[config.mk]
export PLATFORM = sky130hd
export DESIGN_NAME = pmcd_seq_ctrl
export DESIGN_NICKNAME = d
export VERILOG_FILES = /design/src/rtl/pmcd_seq_pkg.sv /design/src/rtl/pmcd_lock_filter.sv /design/src/rtl/pmcd_seq_ctrl.sv
export SDC_FILE = /design/constraint.sdc
export NUM_CORES = 1
export LEC_CHECK = 0
export BUFFER_PORTS_ARGS = -buffer_cell sky130_fd_sc_hd__buf_2
export CAP_MARGIN = 20
export CELL_PAD_IN_SITES_DETAIL_PLACEMENT = 0
export CELL_PAD_IN_SITES_GLOBAL_PLACEMENT = 1
export CORE_ASPECT_RATIO = 0.75
export CORE_MARGIN = 2
export CORE_UTILIZATION = 44
export CTS_BUF_LIST = sky130_fd_sc_hd__clkbuf_4 sky130_fd_sc_hd__clkbuf_8
export CTS_CLUSTER_DIAMETER = 80
export CTS_CLUSTER_SIZE = 8
export DETAILED_ROUTE_END_ITERATION = 10
export GPL_TIMING_DRIVEN = 0
export PLACE_DENSITY_LB_ADDON = 0.1
export SLEW_MARGIN = 40
export SYNTH_ARGS = -nofsm -noshare
export SYNTH_HDL_FRONTEND = slang
export SYNTH_SLANG_ARGS = --single-unit
[constraint.sdc]
create_clock -name CLK -period 2.1 [get_ports CLK]
set_input_delay 0.42 -clock CLK [delete_from_list [all_inputs] [get_ports CLK]]
set_output_delay 0.42 -clock CLK [all_outputs]
set_load 0.03 [all_outputs]
[src/rtl/pmcd_seq_pkg.sv]
`default_nettype none
// ============================================================================
// pmcd_seq_pkg : shared types and widths for the PMCD reset/release sequencer
// Revision 1.0
// ============================================================================
package pmcd_seq_pkg;

  localparam int CNT_W    = 16;
  localparam int RELOCK_W = 8;

  typedef enum logic [2:0] {
    S_WAIT_LOCK = 3'd0,
    S_HOLD_RST  = 3'd1,
    S_REL_DLY   = 3'd2,
    S_REL       = 3'd3,
    S_RUN       = 3'd4,
    S_FAULT     = 3'd5
  } state_e;

  // Load value so that a state lasting N cycles exits when the counter hits 0.
  function automatic logic [CNT_W-1:0] cnt_load(input int cycles);
    return CNT_W'(cycles - 1);
  endfunction

endpackage
`default_nettype wire

[src/rtl/pmcd_lock_filter.sv]
`default_nettype none
// ============================================================================
// pmcd_lock_filter : 2-flop LOCKED synchronizer and consecutive-high qualifier
// Revision 1.0
// ============================================================================
module pmcd_lock_filter #(
  parameter int LOCK_FILTER = 8
) (
  input  logic clk_i,
  input  logic rst_i,
  input  logic locked_i,
  output logic lock_ok_o
);

  localparam int             RUN_W    = (LOCK_FILTER > 1) ? $clog2(LOCK_FILTER) : 1;
  localparam logic [RUN_W-1:0] RUN_LAST = RUN_W'(LOCK_FILTER - 1);

  logic             meta_q;
  logic             sync_q;
  logic [RUN_W-1:0] run_q;
  logic             ok_q;

  // Qualification is slow on rise, but a single low sample drops lock at once.
  always_ff @(posedge clk_i or posedge rst_i) begin
    if (rst_i) begin
      meta_q <= 1'b0;
      sync_q <= 1'b0;
      run_q  <= '0;
      ok_q   <= 1'b0;
    end else begin
      meta_q <= locked_i;
      sync_q <= meta_q;
      if (!sync_q) begin
        run_q <= '0;
        ok_q  <= 1'b0;
      end else if (run_q == RUN_LAST) begin
        ok_q  <= 1'b1;
      end else begin
        run_q <= run_q + 1'b1;
      end
    end
  end

  assign lock_ok_o = ok_q;

endmodule
`default_nettype wire

[src/rtl/pmcd_seq_ctrl.sv]
`default_nettype none
// ============================================================================
// pmcd_seq_ctrl : waits for qualified DCM lock, sequences PMCD RST then REL
// Revision 1.0
// ============================================================================
module pmcd_seq_ctrl
  import pmcd_seq_pkg::*;
#(
  parameter int    RST_CYCLES  = 16,
  parameter int    LOCK_FILTER = 8,
  parameter int    REL_DELAY   = 4,
  parameter int    REL_PULSE   = 2,
  parameter int    TIMEOUT     = 65535,
  parameter string EN_REL      = "TRUE"
) (
  input  logic                CLK,
  input  logic                RST,
  input  logic                LOCKED,
  input  logic                SYNC_REQ,
  output logic                PMCD_RST,
  output logic                PMCD_REL,
  output logic                READY,
  output logic                SYNC_ACK,
  output logic                FAULT,
  output logic [2:0]          STATE,
  output logic [RELOCK_W-1:0] RELOCK_CNT
);

  localparam bit               USE_REL      = (EN_REL != "FALSE");
  localparam logic [CNT_W-1:0] TIMEOUT_LAST = CNT_W'(TIMEOUT - 1);

  state_e              state_q, state_d;
  logic [CNT_W-1:0]    cnt_q, cnt_d;
  logic                pend_q, pend_d;
  logic [RELOCK_W-1:0] relock_q, relock_d;
  logic                ack_q, ack_d;
  logic                prst_q, rel_q, ready_q, fault_q;
  logic                lock_ok;
  logic                in_seq;
  logic                sync_hit;

  pmcd_lock_filter #(
    .LOCK_FILTER (LOCK_FILTER)
  ) u_lock_filter (
    .clk_i     (CLK),
    .rst_i     (RST),
    .locked_i  (LOCKED),
    .lock_ok_o (lock_ok)
  );

  assign in_seq   = (state_q == S_HOLD_RST) || (state_q == S_REL_DLY) ||
                    (state_q == S_REL)      || (state_q == S_RUN);
  // The ACK cycle itself never re-triggers; the requester drops on the next.
  assign sync_hit = SYNC_REQ && !ack_q;

  always_comb begin
    state_d  = state_q;
    cnt_d    = cnt_q;
    pend_d   = pend_q;
    relock_d = relock_q;
    ack_d    = 1'b0;

    if (in_seq && !lock_ok) begin
      state_d = S_WAIT_LOCK;
      cnt_d   = '0;
      if (relock_q != {RELOCK_W{1'b1}}) begin
        relock_d = relock_q + 1'b1;
      end
      if ((state_q == S_RUN) && sync_hit) begin
        pend_d = 1'b1;
      end
    end else begin
      case (state_q)
        S_WAIT_LOCK: begin
          if (lock_ok) begin
            state_d = S_HOLD_RST;
            cnt_d   = cnt_load(RST_CYCLES);
          end else if (cnt_q == TIMEOUT_LAST) begin
            state_d = S_FAULT;
            cnt_d   = '0;
          end else begin
            cnt_d   = cnt_q + 1'b1;
          end
        end
        S_HOLD_RST: begin
          if (cnt_q == '0) begin
            if (USE_REL) begin
              state_d = S_REL_DLY;
              cnt_d   = cnt_load(REL_DELAY);
            end else begin
              state_d = S_RUN;
              cnt_d   = '0;
            end
          end else begin
            cnt_d = cnt_q - 1'b1;
          end
        end
        S_REL_DLY: begin
          if (cnt_q == '0) begin
            state_d = S_REL;
            cnt_d   = cnt_load(REL_PULSE);
          end else begin
            cnt_d = cnt_q - 1'b1;
          end
        end
        S_REL: begin
          if (cnt_q == '0) begin
            state_d = S_RUN;
            cnt_d   = '0;
          end else begin
            cnt_d = cnt_q - 1'b1;
          end
        end
        S_RUN: begin
          if (sync_hit) begin
            state_d = S_HOLD_RST;
            cnt_d   = cnt_load(RST_CYCLES);
            pend_d  = 1'b1;
          end
        end
        S_FAULT: begin
          if (SYNC_REQ) begin
            state_d = S_WAIT_LOCK;
            cnt_d   = '0;
            pend_d  = 1'b1;
          end
        end
        default: begin
          state_d = S_WAIT_LOCK;
          cnt_d   = '0;
        end
      endcase
    end

    if ((state_d == S_RUN) && (state_q != S_RUN) && pend_q) begin
      ack_d  = 1'b1;
      pend_d = 1'b0;
    end
  end

  // Outputs are decoded from the next state so they line up with STATE.
  always_ff @(posedge CLK or posedge RST) begin
    if (RST) begin
      state_q  <= S_WAIT_LOCK;
      cnt_q    <= '0;
      pend_q   <= 1'b0;
      relock_q <= '0;
      ack_q    <= 1'b0;
      prst_q   <= 1'b1;
      rel_q    <= 1'b0;
      ready_q  <= 1'b0;
      fault_q  <= 1'b0;
    end else begin
      state_q  <= state_d;
      cnt_q    <= cnt_d;
      pend_q   <= pend_d;
      relock_q <= relock_d;
      ack_q    <= ack_d;
      prst_q   <= (state_d == S_WAIT_LOCK) || (state_d == S_HOLD_RST) ||
                  (state_d == S_FAULT);
      rel_q    <= (state_d == S_REL);
      ready_q  <= (state_d == S_RUN);
      fault_q  <= (state_d == S_FAULT);
    end
  end

  assign PMCD_RST   = prst_q;
  assign PMCD_REL   = rel_q;
  assign READY      = ready_q;
  assign SYNC_ACK   = ack_q;
  assign FAULT      = fault_q;
  assign STATE      = state_q;
  assign RELOCK_CNT = relock_q;

endmodule
`default_nettype wire

Yosys cells after proc, flatten, opt, wreduce, memory -nomap -nowiden:

Index checks and enable logic that the tools add are counted.

* add/subtract/negate cells: 4
* equality and inequality tests: 20
* muxes and demuxes: 29
* reductions and logical operators: 19

Operators with widths (count)
* $mux W16: 8
* $pmux W16 S6: 1
* $mux W3: 10
* $pmux W3 S6: 1
* $add A16 B1 Y16 const B: 1
* $eq A16 B16 Y1 const B: 1
* $logic_not A16 Y1: 1
* $sub A16 B1 Y16 const B: 1
* $eq A3 B3 Y1 const B: 5
* $eq A3 B2 Y1 const B: 3
* $ne A3 B3 Y1 const B: 3
* $add A8 B1 Y8 const B: 1
* $mux W1: 8
* $ne A8 B8 Y1 const B: 1
* $eq A3 B1 Y1 const B: 2
* $logic_not A3 Y1: 2
* $logic_and A1 B1 Y1: 5
* $logic_or A1 B1 Y1: 5
* $ne A2 B2 Y1 const B: 2
* $ne A4 B3 Y1 const B: 1
* $ne A4 B4 Y1 const B: 1
* $reduce_and A2 Y1: 2
* $reduce_and A4 Y1: 1
* $reduce_bool A4 Y1: 1
* 4 further kinds: 5

* register bits after elaboration: 39
* bits of input ports: 4
* output and inout bits: 16
* word-level logic and storage cells: 85

Logic depth before layout (Yosys ltp):

Gate-level depths: netlist of the first run.

* depth after elaboration: 11
* depth in mapped cells: 10
* mapped depth without buffers: 7

By module:

Synthesis of the first run repeated with hierarchy kept, for this count alone.

* cells, all modules: 286
* area, all modules: 2524.9 µm²

By module, submodules not included
* pmcd_seq_ctrl: times used 1, cells each 270, area each 2290.9 µm², sequential area each 827.0 µm²
* pmcd_lock_filter: times used 1, cells each 16, area each 234.0 µm², sequential area each 150.1 µm²

Worst setup path after synthesis of the first run:

No wires, ideal clock.

* path kind: flip-flop to flip-flop
* start: reg cnt_q[0]
* end: reg cnt_q[6]
* library setup time: 0.121 ns
* data arrival time: 1.895 ns
* required time: 1.979 ns
* setup slack: 0.084 ns
* stages on the path, launching flop included: 10
* buffers on the path: 2
* clock period less this slack: 2.016 ns
* cell sequence: dfrtp_1 -> buf_6 -> inv_1 -> ha_1 -> nor4b_1 -> and4_1 -> buf_4 -> nor2_2 -> a211o_1 -> a22o_1

* longest elaborated chain between the ends: 5
* elaborated cells on any way between the ends: 11
* classes of those cells: add/sub (2); eq/ne (1); mux (7); reduce/logical (1)

Ends and longest elaborated chain
* from (decl): line pmcd_seq_ctrl.sv:33 `logic [CNT_W-1:0] cnt_q, cnt_d;`
* from (signal assigned): line pmcd_seq_ctrl.sv:155 `cnt_q <= cnt_d;`
* $add A16 B1 Y16 or $eq A16 B16 Y1 (tied branches): line pmcd_seq_ctrl.sv:82, pmcd_seq_ctrl.sv:78
* $mux W16: line pmcd_seq_ctrl.sv:78 `end else if (cnt_q == TIMEOUT_LAST) begin`
* $mux W16: line pmcd_seq_ctrl.sv:75 `if (lock_ok) begin`
* $pmux W16 S6 (*): line pmcd_seq_ctrl.sv:73 `case (state_q)`
* $mux W16 (*): line pmcd_seq_ctrl.sv:63 `if (in_seq && !lock_ok) begin`

Mark *: on every way between the ends. The rest lies on a longest branch, timed or not.
A chain may end at the register's enable or synchronous reset.

Worst setup path in the final report of the first run:

* start: reg state_q[1] (netlist: STATE[1])
* end: reg cnt_q[7]

* longest elaborated chain between the ends: 7
* elaborated cells on any way between the ends: 15
* classes of those cells: eq/ne (7); mux (2); reduce/logical (6)

Ends and longest elaborated chain
* from (decl): line pmcd_seq_ctrl.sv:32 `state_e state_q, state_d;`
* from (signal assigned): line pmcd_seq_ctrl.sv:154 `state_q <= state_d;`
* $eq A3 B1 Y1 or $eq A3 B2 Y1 (tied branches): line pmcd_seq_ctrl.sv:51, pmcd_seq_ctrl.sv:73
* $logic_or A1 B1 Y1 (2 in a row): line pmcd_seq_ctrl.sv:51 `assign in_seq = (state_q == S_HOLD_RST) || (state_q == S_REL_DLY) ||`
* $logic_or A1 B1 Y1: line pmcd_seq_ctrl.sv:52 `(state_q == S_REL) || (state_q == S_RUN);`
* $logic_and A1 B1 Y1: line pmcd_seq_ctrl.sv:63
* $ne A3 B3 Y1 (no line)
* $reduce_and A2 Y1 (no line)

Parallel ways exist; a longest one is shown, timed or not.

==> results of run 1 <==
## synthesized netlist by cell type, drive strengths merged (5+ instances only)
master / n / share of area, %
nor2: 26 / 3.9
and4: 5 / 1.6
nand2b: 5 / 1.4
nand2: 16 / 2.3
nor4: 8 / 2.9
buf: 19 / 4.8
o21ai: 12 / 2.4
a31oi: 6 / 1.4
dfrtp: 38 / 35
nand3: 12 / 2.4
nand4: 12 / 3.0
xnor2: 9 / 2.9
inv: 12 / 1.7
a21oi: 15 / 2.9
ha: 6 / 2.8
nor3: 16 / 3.6
## layer usage
metal	track usage, %	vias up	routed length [microns]
met5	0	-	0
met4	3.54	0	57
met3	3.47	7	419
met2	32.3	71	3210
met1	37.8	1237	3880
li1	-	1190	-
## power by group
part | total, mW | internal, mW | switching [mW]
Combinational | 2.01 | 0.841 | 1.17
Sequential | 1.10 | 0.907 | 0.190
Clock | 0.647 | 0.354 | 0.292
## critical path, stage by stage, from the launching register on
cell                       delay (ns)
sky130_fd_sc_hd__dfrtp_1         0.39
sky130_fd_sc_hd__or2_0           0.23
sky130_fd_sc_hd__clkbuf_1        0.18
sky130_fd_sc_hd__a21oi_2         0.28
sky130_fd_sc_hd__nor2_1          0.23
sky130_fd_sc_hd__or4_1           0.54
sky130_fd_sc_hd__o211ai_1        0.10
## sequential cells by signal, indices dropped and copies added, names as in the netlist, 3 cells and up
signal	count
cnt_q	16
RELOCK_CNT	8
STATE	3
u_lock_filter.run_q	3
## path summary, 6_finish.rpt
kind                                                       end  slack [ns]
max in group asynchronous                   PMCD_RST$_DFF_PP1_        1.58
worst max-delay path                      cnt_q[7]$_DFFE_PP0P_        0.07
worst max register to register            cnt_q[7]$_DFFE_PP0P_        0.07
min in group CLK                u_lock_filter.meta_q$_DFF_PP0_        0.23
worst min-delay path                     cnt_q[12]$_DFFE_PP0P_        0.15
worst min register to register  u_lock_filter.sync_q$_DFF_PP0_        0.36
## cell type report
| class | count | area [sq um] |
|---|---|---|
| multi-input cells | 221 | 1660 |
| fillers | 537 | 2540 |
| plain buffers | 22 | 160 |
| flip-flops and latches | 39 | 980 |
| repair buffers | 39 | 246 |
| clock inverters | 3 | 43.8 |
| inverters | 12 | 50.0 |
| well taps | 78 | 97.6 |
| clock buffers | 5 | 68.8 |
## timing repair
action / 4_1_cts / 5_1_grt
cloned: 0 / 1
buffers inserted: 8 / 11
pin swaps: 4 / 9
resized for setup: 19 / 14
hold buffers: 0 / 0
setup endpoints to repair: 23 / 28
## kinds of logic after synthesis
group                    count (synthesis)  synth area share, %
flip-flops                              39                 36.2
buffers and inverters                   34                 6.96
multiplexers                             6                 2.32
AND/OR/NAND/NOR                        125                 28.0
XOR/XNOR                                12                 3.90
adder cells (fa/ha/maj)                  6                 2.78
AO/OA/AOI/OAI                           72                 19.9
==> parameters.txt, run 1 <==
Parameter                              Value

Outcome
  Outcome ... finished clean

Synthesis
  Per-instance average area after synthesis ... about 9.2 sq um
  Net count after synthesis ... between 300 and 400
  Share of flip-flops with an asynchronous set or reset after synthesis ... 100%
  Synthesis warning total ... 0
  Prevailing post-synth register cell ... sky130_fd_sc_hd__dfrtp_1
  Post-Syn Area ... ~0.0027 sq mm
  Instance count of the mapped netlist ... between 200 and 300
  Part of the Yosys area used for sequential elements ... a little over a third
  Count of flip-flops with a built-in enable after synthesis ... 0
  Distinct cells, synth ... between 70 and 80
  Yosys reg bits ... 39

Final layout
  Number of inserted diodes ... 0
  Post-layout nets ... 350
  Post-layout instance area ... between 0.003 and 0.004 sq mm
  Commonest cells after routing, fill and taps aside ... 36 x sky130_fd_sc_hd__dfrtp_1, 30 x sky130_fd_sc_hd__buf_2, 23 x sky130_fd_sc_hd__nor2_1, 20 x sky130_fd_sc_hd__buf_4
  Most common cell after layout, fill and taps aside ... sky130_fd_sc_hd__dfrtp_1
  Area growth from synthesis to layout ... 22.7%
  Share of layout cells above drive strength 1 ... 31.7%
  Final Non-Filler Cells ... between 400 and 500
  Core Util, Final ... between 50 and 60%

Timing
  Minimum clock period ... between 2 and 2.5 ns
  Number of setup violations in the final report ... 0
  Sum Neg Setup Slack ... 0 ns
  Worst Tran Pin Value ... approximately 0.63 ns
  Final hold vios ... 0
  Peak clock frequency supported by timing ... around 0.49 GHz
  Post-Route Skew ... 0.0118 ns
  Least setup slack across all paths after layout ... approximately 0.07 ns
  Worst hold margin ... ~0.15 ns
  Relative max-transition margin ... 57.6%
  Fraction of the cycle the final worst path needs ... 96.6%
  Number of max-slew violations in the final report ... 0
  RSZ-0062 raised after global routing ... true

Clock tree
  Number of clock buffers inserted by TritonCTS ... 5
  Library cell used as clock root buffer ... sky130_fd_sc_hd__clkbuf_8
  Total number of H-tree levels ... 2
  Maximum clock insertion buffer count ... 2
  TritonCTS clock tree ... done
  Later-pin clock latency in the skew report ... approximately 0.3 ns
  Sinks on the clock net ... 39
  Clock transition at the registers of the reported paths ... 0.09 ns

Power and ir drop
  Worst vdd ir ... 0.448 mV
  Total chip power ... approximately 3.8 mW
  Power density normalized to cell area ... roughly 1100 mW/mm^2
  P_leak ... 1.39 nW

Die
  Count of boundary I/O pins ... 20
  Die Span X ... between 90 and 100 microns
  Die H ... between 70 and 80 microns
  Total number of placement rows ... 24
  Floorplan Core Area ... ~0.0059 sq mm
  Die area ... ~0.0068 sq mm
  Initial core utilization ... a little under half

Critical path
  Crit path DAT ... between 2 and 2.5 ns
  Worst reg-to-reg path cell count ... 6
  Kind of critical path ... reg -> reg
  CP startpoint ... STATE[1]$_DFF_PP0_
  Startpoint types ... flip-flop
  Required time at the worst-slack endpoint ... between 2 and 2.5 ns
  Crit Path Max Fanout ... 6
  Startpoint of the lowest-slack register-to-register path ... STATE[1]$_DFF_PP0_
  Sort of element at the end of the critical path ... flip-flop

Detailed routing
  First-pass detailed-route iteration total ... 4
  Count of antenna-violating nets left after detailed routing ... 0
  Via count of the routed design ... ~2500
  Initial DRC count ... around 160
  Vias/cell ... about 6.0
  Number of remaining DRC errors ... 0
  Overall routed net length ... between 7000 and 8000 microns
  Average routed wire per standard cell ... around 18 microns

Placed design
  Setup slack at placement ... -0.390 ns
  Final Wtd Congestion ... slightly above 0.9
  Buffers added on ports ... 19
  Dpl hpwl ... 5110 microns
  Inst Count DP ... between 300 and 400
  Placed cell area ... 0.00289 sq mm

GRT
  Pin count of the biggest net entering global routing ... 40
  Leftover overflow at the end of global routing ... 0
  Initial antenna violation count ... 0
  Number of global-route vias before repair ... 2300
  GR Util All Layers ... between 20% and 30%
  First-pass GRT wire length ... ~12000 microns

Job
  Number of max-cap violations ... 0

Worst hold path
  Class of the worst hold path ... in -> async
Note: power is estimated with default switching activity, not from simulation.
==> run 2, diff against run 1 <==
--- a/config.mk
+++ b/config.mk
@@ -11,7 +11,7 @@
 export CELL_PAD_IN_SITES_GLOBAL_PLACEMENT = 1
 export CORE_ASPECT_RATIO = 0.75
 export CORE_MARGIN = 2
-export CORE_UTILIZATION = 44
+export CORE_UTILIZATION = 48
 export CTS_BUF_LIST = sky130_fd_sc_hd__clkbuf_4 sky130_fd_sc_hd__clkbuf_8
 export CTS_CLUSTER_DIAMETER = 80
 export CTS_CLUSTER_SIZE = 8
==> constraint.sdc (replaced) <==
create_clock -name CLK -period 2.3 [get_ports CLK]
set_input_delay 0.46 -clock CLK [delete_from_list [all_inputs] [get_ports CLK]]
set_output_delay 0.46 -clock CLK [all_outputs]
set_load 0.03 [all_outputs]
==> parameters.txt, run 2 (same netlist as run 1, synthesis figures left out) <==
Parameter                              Value

Clock tree
  Maximum clock insertion buffer count ... 2 (unchanged)
  Number of clock buffers inserted by TritonCTS ... 5 (unchanged)
  Later-pin clock latency in the skew report ... 0.30 ns (about the same)
  Sinks on the clock net ... 39 (unchanged)
  Clock transition at the registers of the reported paths ... 0.08 ns (about the same)
  Total number of H-tree levels ... 2 (unchanged)
  Library cell used as clock root buffer ... sky130_fd_sc_hd__clkbuf_8
  CTS Hold Bufs ... 0 (unchanged)
  TritonCTS clock tree ... done

Power and ir drop
  Register share of total power ... 29.9% (+0.7 points)
  Reported net switching power ... 1.42 mW (-14%)
  Worst vdd ir ... 0.600 mV (+34%)
  Power density normalized to cell area ... 1070 mW/mm^2 (-5.7%)
  Comb power frac ... 48.9% (-4.7 points)
  Switching Fraction ... 42.5% (-1.5 points)
  Clock share of power ... 21.2% (+4.0 points)
  P_leak ... 1.31 nW (-6.1%)
  Internal Dissipation ... 1.92 mW (-8.5%)

Timing
  Final hold vios ... 0 (unchanged)
  Minimum clock period ... 2.22 ns (+0.190 ns)
  Sum Neg Setup Slack ... 0 ns (unchanged)
  Number of max-slew violations in the final report ... 0 (unchanged)
  Number of setup violations in the final report ... 0 (unchanged)
  Peak clock frequency supported by timing ... 0.451 GHz (-8.6%)
  Worst Tran Pin Value ... 0.911 ns (+0.277 ns)
  Relative max-transition margin ... 39.3% (-18 points)
  Fraction of the cycle the final worst path needs ... 96.4% (-0.14 points)
  Worst hold margin ... 0.194 ns (+0.0429 ns)
  Post-Route Skew ... 0.00581 ns (-0.00596 ns)

Die
  Die area ... 0.00624 sq mm (-7.9%)
  Floorplan Core Area ... 0.00538 sq mm (-8.1%)
  Die Span X ... 90.6 microns (-4.1%)
  Initial core utilization ... 50.1% (+4.1 points)
  Count of boundary I/O pins ... 20 (unchanged)
  Total number of placement rows ... 23 (-4.2%)
  Die H ... 68.9 microns (-4.0%)

Detailed routing
  Count of antenna-violating nets left after detailed routing ... 0 (unchanged)
  Average routed wire per standard cell ... 18.0 microns (-0.51%)
  Overall routed net length ... 7190 microns (-5.0%)
  Vias/cell ... 6.15 (+2.9%)
  Via count of the routed design ... 2460 (-1.8%)
  First-pass detailed-route iteration total ... 5 (+1)
  Number of remaining DRC errors ... 0 (unchanged)
  Initial DRC count ... 255 (+62%)

Final layout
  Final-layout fill cell count ... 496 (-7.6%)
  Final Non-Filler Cells ... 400 (-4.5%)
  Most common cell after layout, fill and taps aside ... sky130_fd_sc_hd__dfrtp_1
  Share of layout cells above drive strength 1 ... 26.2% (-5.5 points)
  Number of inserted diodes ... 0 (unchanged)
  Max FFs per register ... 16 (unchanged)
  Post-layout nets ... 334 (-4.6%)
  Register containing the most flip-flops in the final layout ... cnt_q
  Area growth from synthesis to layout ... 16.0%
  Commonest cells after routing, fill and taps aside ... 37 x sky130_fd_sc_hd__dfrtp_1, 29 x sky130_fd_sc_hd__buf_2, 23 x sky130_fd_sc_hd__nor2_1, 15 x sky130_fd_sc_hd__nand2_1, 14 x sky130_fd_sc_hd__a21oi_1

GRT
  GR Util All Layers ... 24.1% (+1.0 points)
  Pin count of the biggest net entering global routing ... 40 (unchanged)
  Leftover overflow at the end of global routing ... 0 (unchanged)
  Number of global-route vias before repair ... 2158 (-6.2%)
  First-pass GRT wire length ... 11600 microns (-4.6%)
  Initial antenna violation count ... 0 (unchanged)

Critical path
  Crit path DAT ... 2.42 ns (+0.18 ns)
  Sort of element at the end of the critical path ... flip-flop
  Crit Path Max Fanout ... 10 (+4)
  Startpoint types ... flip-flop
  Kind of critical path ... reg -> reg
  Required time at the worst-slack endpoint ... 2.50 ns (+0.19 ns)
  Worst reg-to-reg path cell count ... 6 (unchanged)

Placed design
  Dpl hpwl ... 4910 microns (-3.9%)
  Final Wtd Congestion ... 0.903 (-1.9%)
  Inst Count DP ... 388 (-0.77%)
  Buffers added on ports ... 19 (unchanged)

Worst hold path
  Class of the worst hold path ... in -> async

Outcome
  Outcome ... finished clean

Job
  Number of max-cap violations ... 0 (unchanged)
-- run 2: timing repair --
| action | in CTS | in global routing |
|---|---|---|
| resized for setup | 4 | 13 |
| buffers inserted | 1 | 3 |
| endpoints found under the setup margin | 12 | 17 |
| pin swaps | 0 | 3 |
-- run 2: path summary, 6_finish.rpt --
kind                                                      from                        endpoint  slack [ns]
worst max-delay path                        STATE[0]$_DFF_PP0_            cnt_q[3]$_DFFE_PP0P_        0.08
worst min-delay path                                       RST            cnt_q[8]$_DFFE_PP0P_        0.19
worst max register to register              STATE[0]$_DFF_PP0_            cnt_q[3]$_DFFE_PP0P_        0.08
worst min register to register  u_lock_filter.meta_q$_DFF_PP0_  u_lock_filter.sync_q$_DFF_PP0_        0.36
max in group asynchronous                                  RST            cnt_q[1]$_DFFE_PP0P_        1.72
min in group CLK                                        LOCKED  u_lock_filter.meta_q$_DFF_PP0_        0.26
-- run 2: per-layer routing --
metal	vias to the layer above	routed length (microns)	GRT usage [%]	share of wire (%)
li1	1168	-	-	-
met1	1198	3600	37.8	50
met2	88	3030	34.2	42
met3	6	502	4.67	7.0
met4	0	63	4.04	0.88
met5	-	0	0	0
-- run 2: power by group through the flow --
stage | sequential [mW] | clock, mW | combinational (mW)
floorplan | 1.05 | 0 | 1.10
global placement | 0.993 | 0 | 1.50
detailed placement | 0.995 | 0 | 1.51
CTS | 0.988 | 0.725 | 1.54
global route | 1.03 | 0.754 | 1.79
finish | 1.00 | 0.709 | 1.64
-- run 2: worst max-delay path, stage by stage, from the launching register on --
cell and delay (ns):
sky130_fd_sc_hd__dfrtp_1 0.39, sky130_fd_sc_hd__buf_2 0.19, sky130_fd_sc_hd__nand2b_4 0.17, sky130_fd_sc_hd__a2111oi_4 0.80, sky130_fd_sc_hd__buf_4 0.33, sky130_fd_sc_hd__a21oi_1 0.06, sky130_fd_sc_hd__o22ai_1 0.18
-- run 2: cell type report --
type | count | area [sq um] | share of cell area [%]
Clock buffer | 6 | 76.3 | 2.44
Sequential cell | 39 | 978 | 31.3
Timing Repair Buffer | 23 | 125 | 4.00
Clock inverter | 2 | 60.1 | 1.92
Tap cell | 75 | 93.8 | 3.00
Buffer | 22 | 145 | 4.64
Multi-Input combinational cell | 221 | 1600 | 51.2
Inverter | 12 | 47.5 | 1.52
-- run 2: per-stage QoR --
step / utilization (%) / worst slack [ns] / cell area (sq um) / total power, mW
floorplan: - / 0.284 / 2700 / 2.14
global placement: 53.6 / -0.166 / 2890 / 2.49
detailed placement: 53.7 / -0.185 / 2890 / 2.50
CTS: 56.8 / 0.0411 / 3060 / 3.25
global route: 58.2 / -0.0112 / 3130 / 3.57
finish: 58.2 / 0.0823 / 3130 / 3.35
==> run 3, diff against run 2 <==
--- a/config.mk
+++ b/config.mk
@@ -5,7 +5,7 @@
 export SDC_FILE = /design/constraint.sdc
 export NUM_CORES = 1
 export LEC_CHECK = 0
-export BUFFER_PORTS_ARGS = -buffer_cell sky130_fd_sc_hd__buf_2
+export BUFFER_PORTS_ARGS = -buffer_cell sky130_fd_sc_hd__buf_4
 export CAP_MARGIN = 20
 export CELL_PAD_IN_SITES_DETAIL_PLACEMENT = 0
 export CELL_PAD_IN_SITES_GLOBAL_PLACEMENT = 1
==> parameters.txt, run 3 (same netlist as run 1, synthesis figures left out) <==
Parameter                              Value

Detailed routing
  Average routed wire per standard cell ... 17.5 microns (-2.7%)
  First-pass detailed-route iteration total ... 4 (-1)
  Count of antenna-violating nets left after detailed routing ... 0 (unchanged)
  Via count of the routed design ... 2485 (+1.0%)
  Overall routed net length ... 7000 microns (-2.7%)
  Initial DRC count ... 215 (-16%)
  Vias/cell ... 6.21 (+1.0%)
  Number of remaining DRC errors ... 0 (unchanged)

Die
  Total number of placement rows ... 23 (unchanged)
  Die Span X ... 90.6 microns (unchanged)
  Count of boundary I/O pins ... 20 (unchanged)
  Initial core utilization ... 50.1% (unchanged)
  Floorplan Core Area ... 0.00538 sq mm (unchanged)
  Die area ... 0.00624 sq mm (unchanged)
  Die H ... 68.9 microns (unchanged)

Final layout
  Commonest cells after routing, fill and taps aside ... 37 x sky130_fd_sc_hd__dfrtp_1, 28 x sky130_fd_sc_hd__buf_4, 23 x sky130_fd_sc_hd__nor2_1, 15 x sky130_fd_sc_hd__nand2_1, 14 x sky130_fd_sc_hd__a21oi_1
  Number of inserted diodes ... 0 (unchanged)
  Most common cell after layout, fill and taps aside ... sky130_fd_sc_hd__dfrtp_1
  Max FFs per register ... 16 (unchanged)
  Core Util, Final ... 58.7% (+0.49 points)
  Share of layout cells above drive strength 1 ... 24.6% (-1.5 points)
  Register containing the most flip-flops in the final layout ... cnt_q
  Area growth from synthesis to layout ... 17.0%
  Post-layout nets ... 334 (unchanged)

GRT
  GR Util All Layers ... 23.0% (-1.1 points)
  Number of global-route vias before repair ... 2131 (-1.3%)
  Leftover overflow at the end of global routing ... 0 (unchanged)
  First-pass GRT wire length ... 11100 microns (-4.1%)
  Initial antenna violation count ... 0 (unchanged)
  Pin count of the biggest net entering global routing ... 40 (unchanged)

Critical path
  Slowest cell on crit path ... sky130_fd_sc_hd__dfrtp_1
  Crit Path Max Fanout ... 10 (unchanged)
  Startpoint of the lowest-slack register-to-register path ... cnt_q[0]$_DFFE_PP0P_
  Startpoint types ... flip-flop
  Gate family responsible for the most delay along the worst path ... buffers and inverters
  Sort of element at the end of the critical path ... flip-flop
  CP startpoint ... cnt_q[0]$_DFFE_PP0P_
  Crit path DAT ... 2.36 ns (-0.06 ns)
  Biggest cell delay along the critical path ... 0.40 ns (-0.40 ns)
  Crit-path cells ... buf_6, inv_2, ha_1, nand4_1, nor4_4, buf_4, buf_4, nor3b_1, o31ai_1, o31ai_1
  Buf/Inv on CP ... 4 (+2)
  Kind of critical path ... reg -> reg
  Required time at the worst-slack endpoint ... 2.48 ns (-0.02 ns)

Timing
  Number of max-slew violations in the final report ... 0 (unchanged)
  Worst Tran Pin Value ... 0.835 ns (-0.0756 ns)
  Post-Route Skew ... 0.00811 ns (+0.00230 ns)
  Final hold vios ... 0 (unchanged)
  Worst hold margin ... 0.182 ns (-0.0121 ns)
  Relative max-transition margin ... 44.3% (+5.0 points)
  Minimum clock period ... 2.18 ns (-0.0375 ns)
  RSZ-0062 raised after global routing ... false
  Least setup slack across all paths after layout ... 0.120 ns (+0.0375 ns)
  Peak clock frequency supported by timing ... 0.459 GHz (+1.7%)
  Number of setup violations in the final report ... 0 (unchanged)
  Fraction of the cycle the final worst path needs ... 94.8% (-1.6 points)
  Sum Neg Setup Slack ... 0 ns (unchanged)

Power and ir drop
  Power density normalized to cell area ... 1060 mW/mm^2 (-0.54%)
  Worst vdd ir ... 0.578 mV (-3.6%)
  Total chip power ... 3.36 mW (+0.29%)
  P_leak ... 1.32 nW (+0.64%)

Placed design
  Dpl hpwl ... 4890 microns (-0.53%)
  Buffers added on ports ... 19 (unchanged)
  Final Wtd Congestion ... 0.890 (-1.4%)
  Setup slack at placement ... -0.136 ns (+0.0488 ns)

Clock tree
  TritonCTS clock tree ... done
  Number of clock buffers inserted by TritonCTS ... 5 (unchanged)
  Sinks on the clock net ... 39 (unchanged)
  Library cell used as clock root buffer ... sky130_fd_sc_hd__clkbuf_8
  Maximum clock insertion buffer count ... 2 (unchanged)
  CTS Hold Bufs ... 0 (unchanged)
  Total number of H-tree levels ... 2 (unchanged)
  Later-pin clock latency in the skew report ... 0.30 ns (about the same)
  Clock transition at the registers of the reported paths ... 0.09 ns (about the same)

Job
  Number of max-cap violations ... 0 (unchanged)

Worst hold path
  Class of the worst hold path ... in -> async

Outcome
  Outcome ... finished clean
-- run 3: cell count changes in the layout (fill, tap and decap cells not counted) --
cell	before	now
sky130_fd_sc_hd__buf_2	29	10
sky130_fd_sc_hd__a221oi_1	0	1
sky130_fd_sc_hd__o2bb2ai_1	0	1
sky130_fd_sc_hd__o2bb2ai_2	1	0
sky130_fd_sc_hd__and4_2	1	0
sky130_fd_sc_hd__ha_1	4	5
sky130_fd_sc_hd__o31ai_1	3	4
sky130_fd_sc_hd__a221oi_2	4	3
sky130_fd_sc_hd__o31ai_2	1	0
sky130_fd_sc_hd__buf_4	9	28
sky130_fd_sc_hd__and4_1	4	5
sky130_fd_sc_hd__ha_2	1	0
-- run 3: stage by stage --
stage | cell area, sq um | instances
floorplan | 2700 | 294
global placement | 2930 | 388
detailed placement | 2940 | 388
CTS | 3090 | 397
global route | 3160 | 400
finish | 3160 | 400
-- run 3: area by class of cell --
cell class | count | area, sq um
multi-input cells | 221 | 1580
flip-flops and latches | 39 | 978
clock buffers | 6 | 76.3
repair buffers | 23 | 173
clock inverters | 2 | 60.1
inverters | 12 | 47.5
plain buffers | 22 | 145
fillers | 512 | 2220
well taps | 75 | 93.8
-- run 3: path summary, 6_finish.rpt --
| kind | slack [ns] | endpoint | cells past startpoint |
|---|---|---|---|
| min in group CLK | 0.26 | u_lock_filter.meta_q$_DFF_PP0_ | 1 |
| worst min-delay path | 0.18 | cnt_q[8]$_DFFE_PP0P_ | 2 |
| max in group asynchronous | 1.74 | cnt_q[1]$_DFFE_PP0P_ | 2 |
| worst min register to register | 0.35 | u_lock_filter.sync_q$_DFF_PP0_ | 0 |
| worst max register to register | 0.12 | cnt_q[4]$_DFFE_PP0P_ | 10 |
| worst max-delay path | 0.12 | cnt_q[4]$_DFFE_PP0P_ | 10 |
-- run 3: metal layers --
metal  vias to the layer above  share of wire (%)  GRT usage (%)
li1                       1166                  -              -
met1                      1184                 49           35.3
met3                        16                8.2           3.91
met5                         -                  0              0
met4                         0                1.5           7.50
met2                       119                 42           32.3
-- run 3: power breakdown --
part           total [mW]  internal, mW  switching, mW
combinational        1.64         0.668          0.973
clock               0.715         0.446          0.269
sequential           1.00         0.827          0.173
total                3.36          1.94           1.42
-- run 3: timing repair --
action / 4_1_cts / 5_1_grt
gates resized for setup: 2 / 10
endpoints found under the setup margin: 4 / 15
gates cloned: 0 / 0
pin swaps: 0 / 2
buffers inserted: 1 / 3
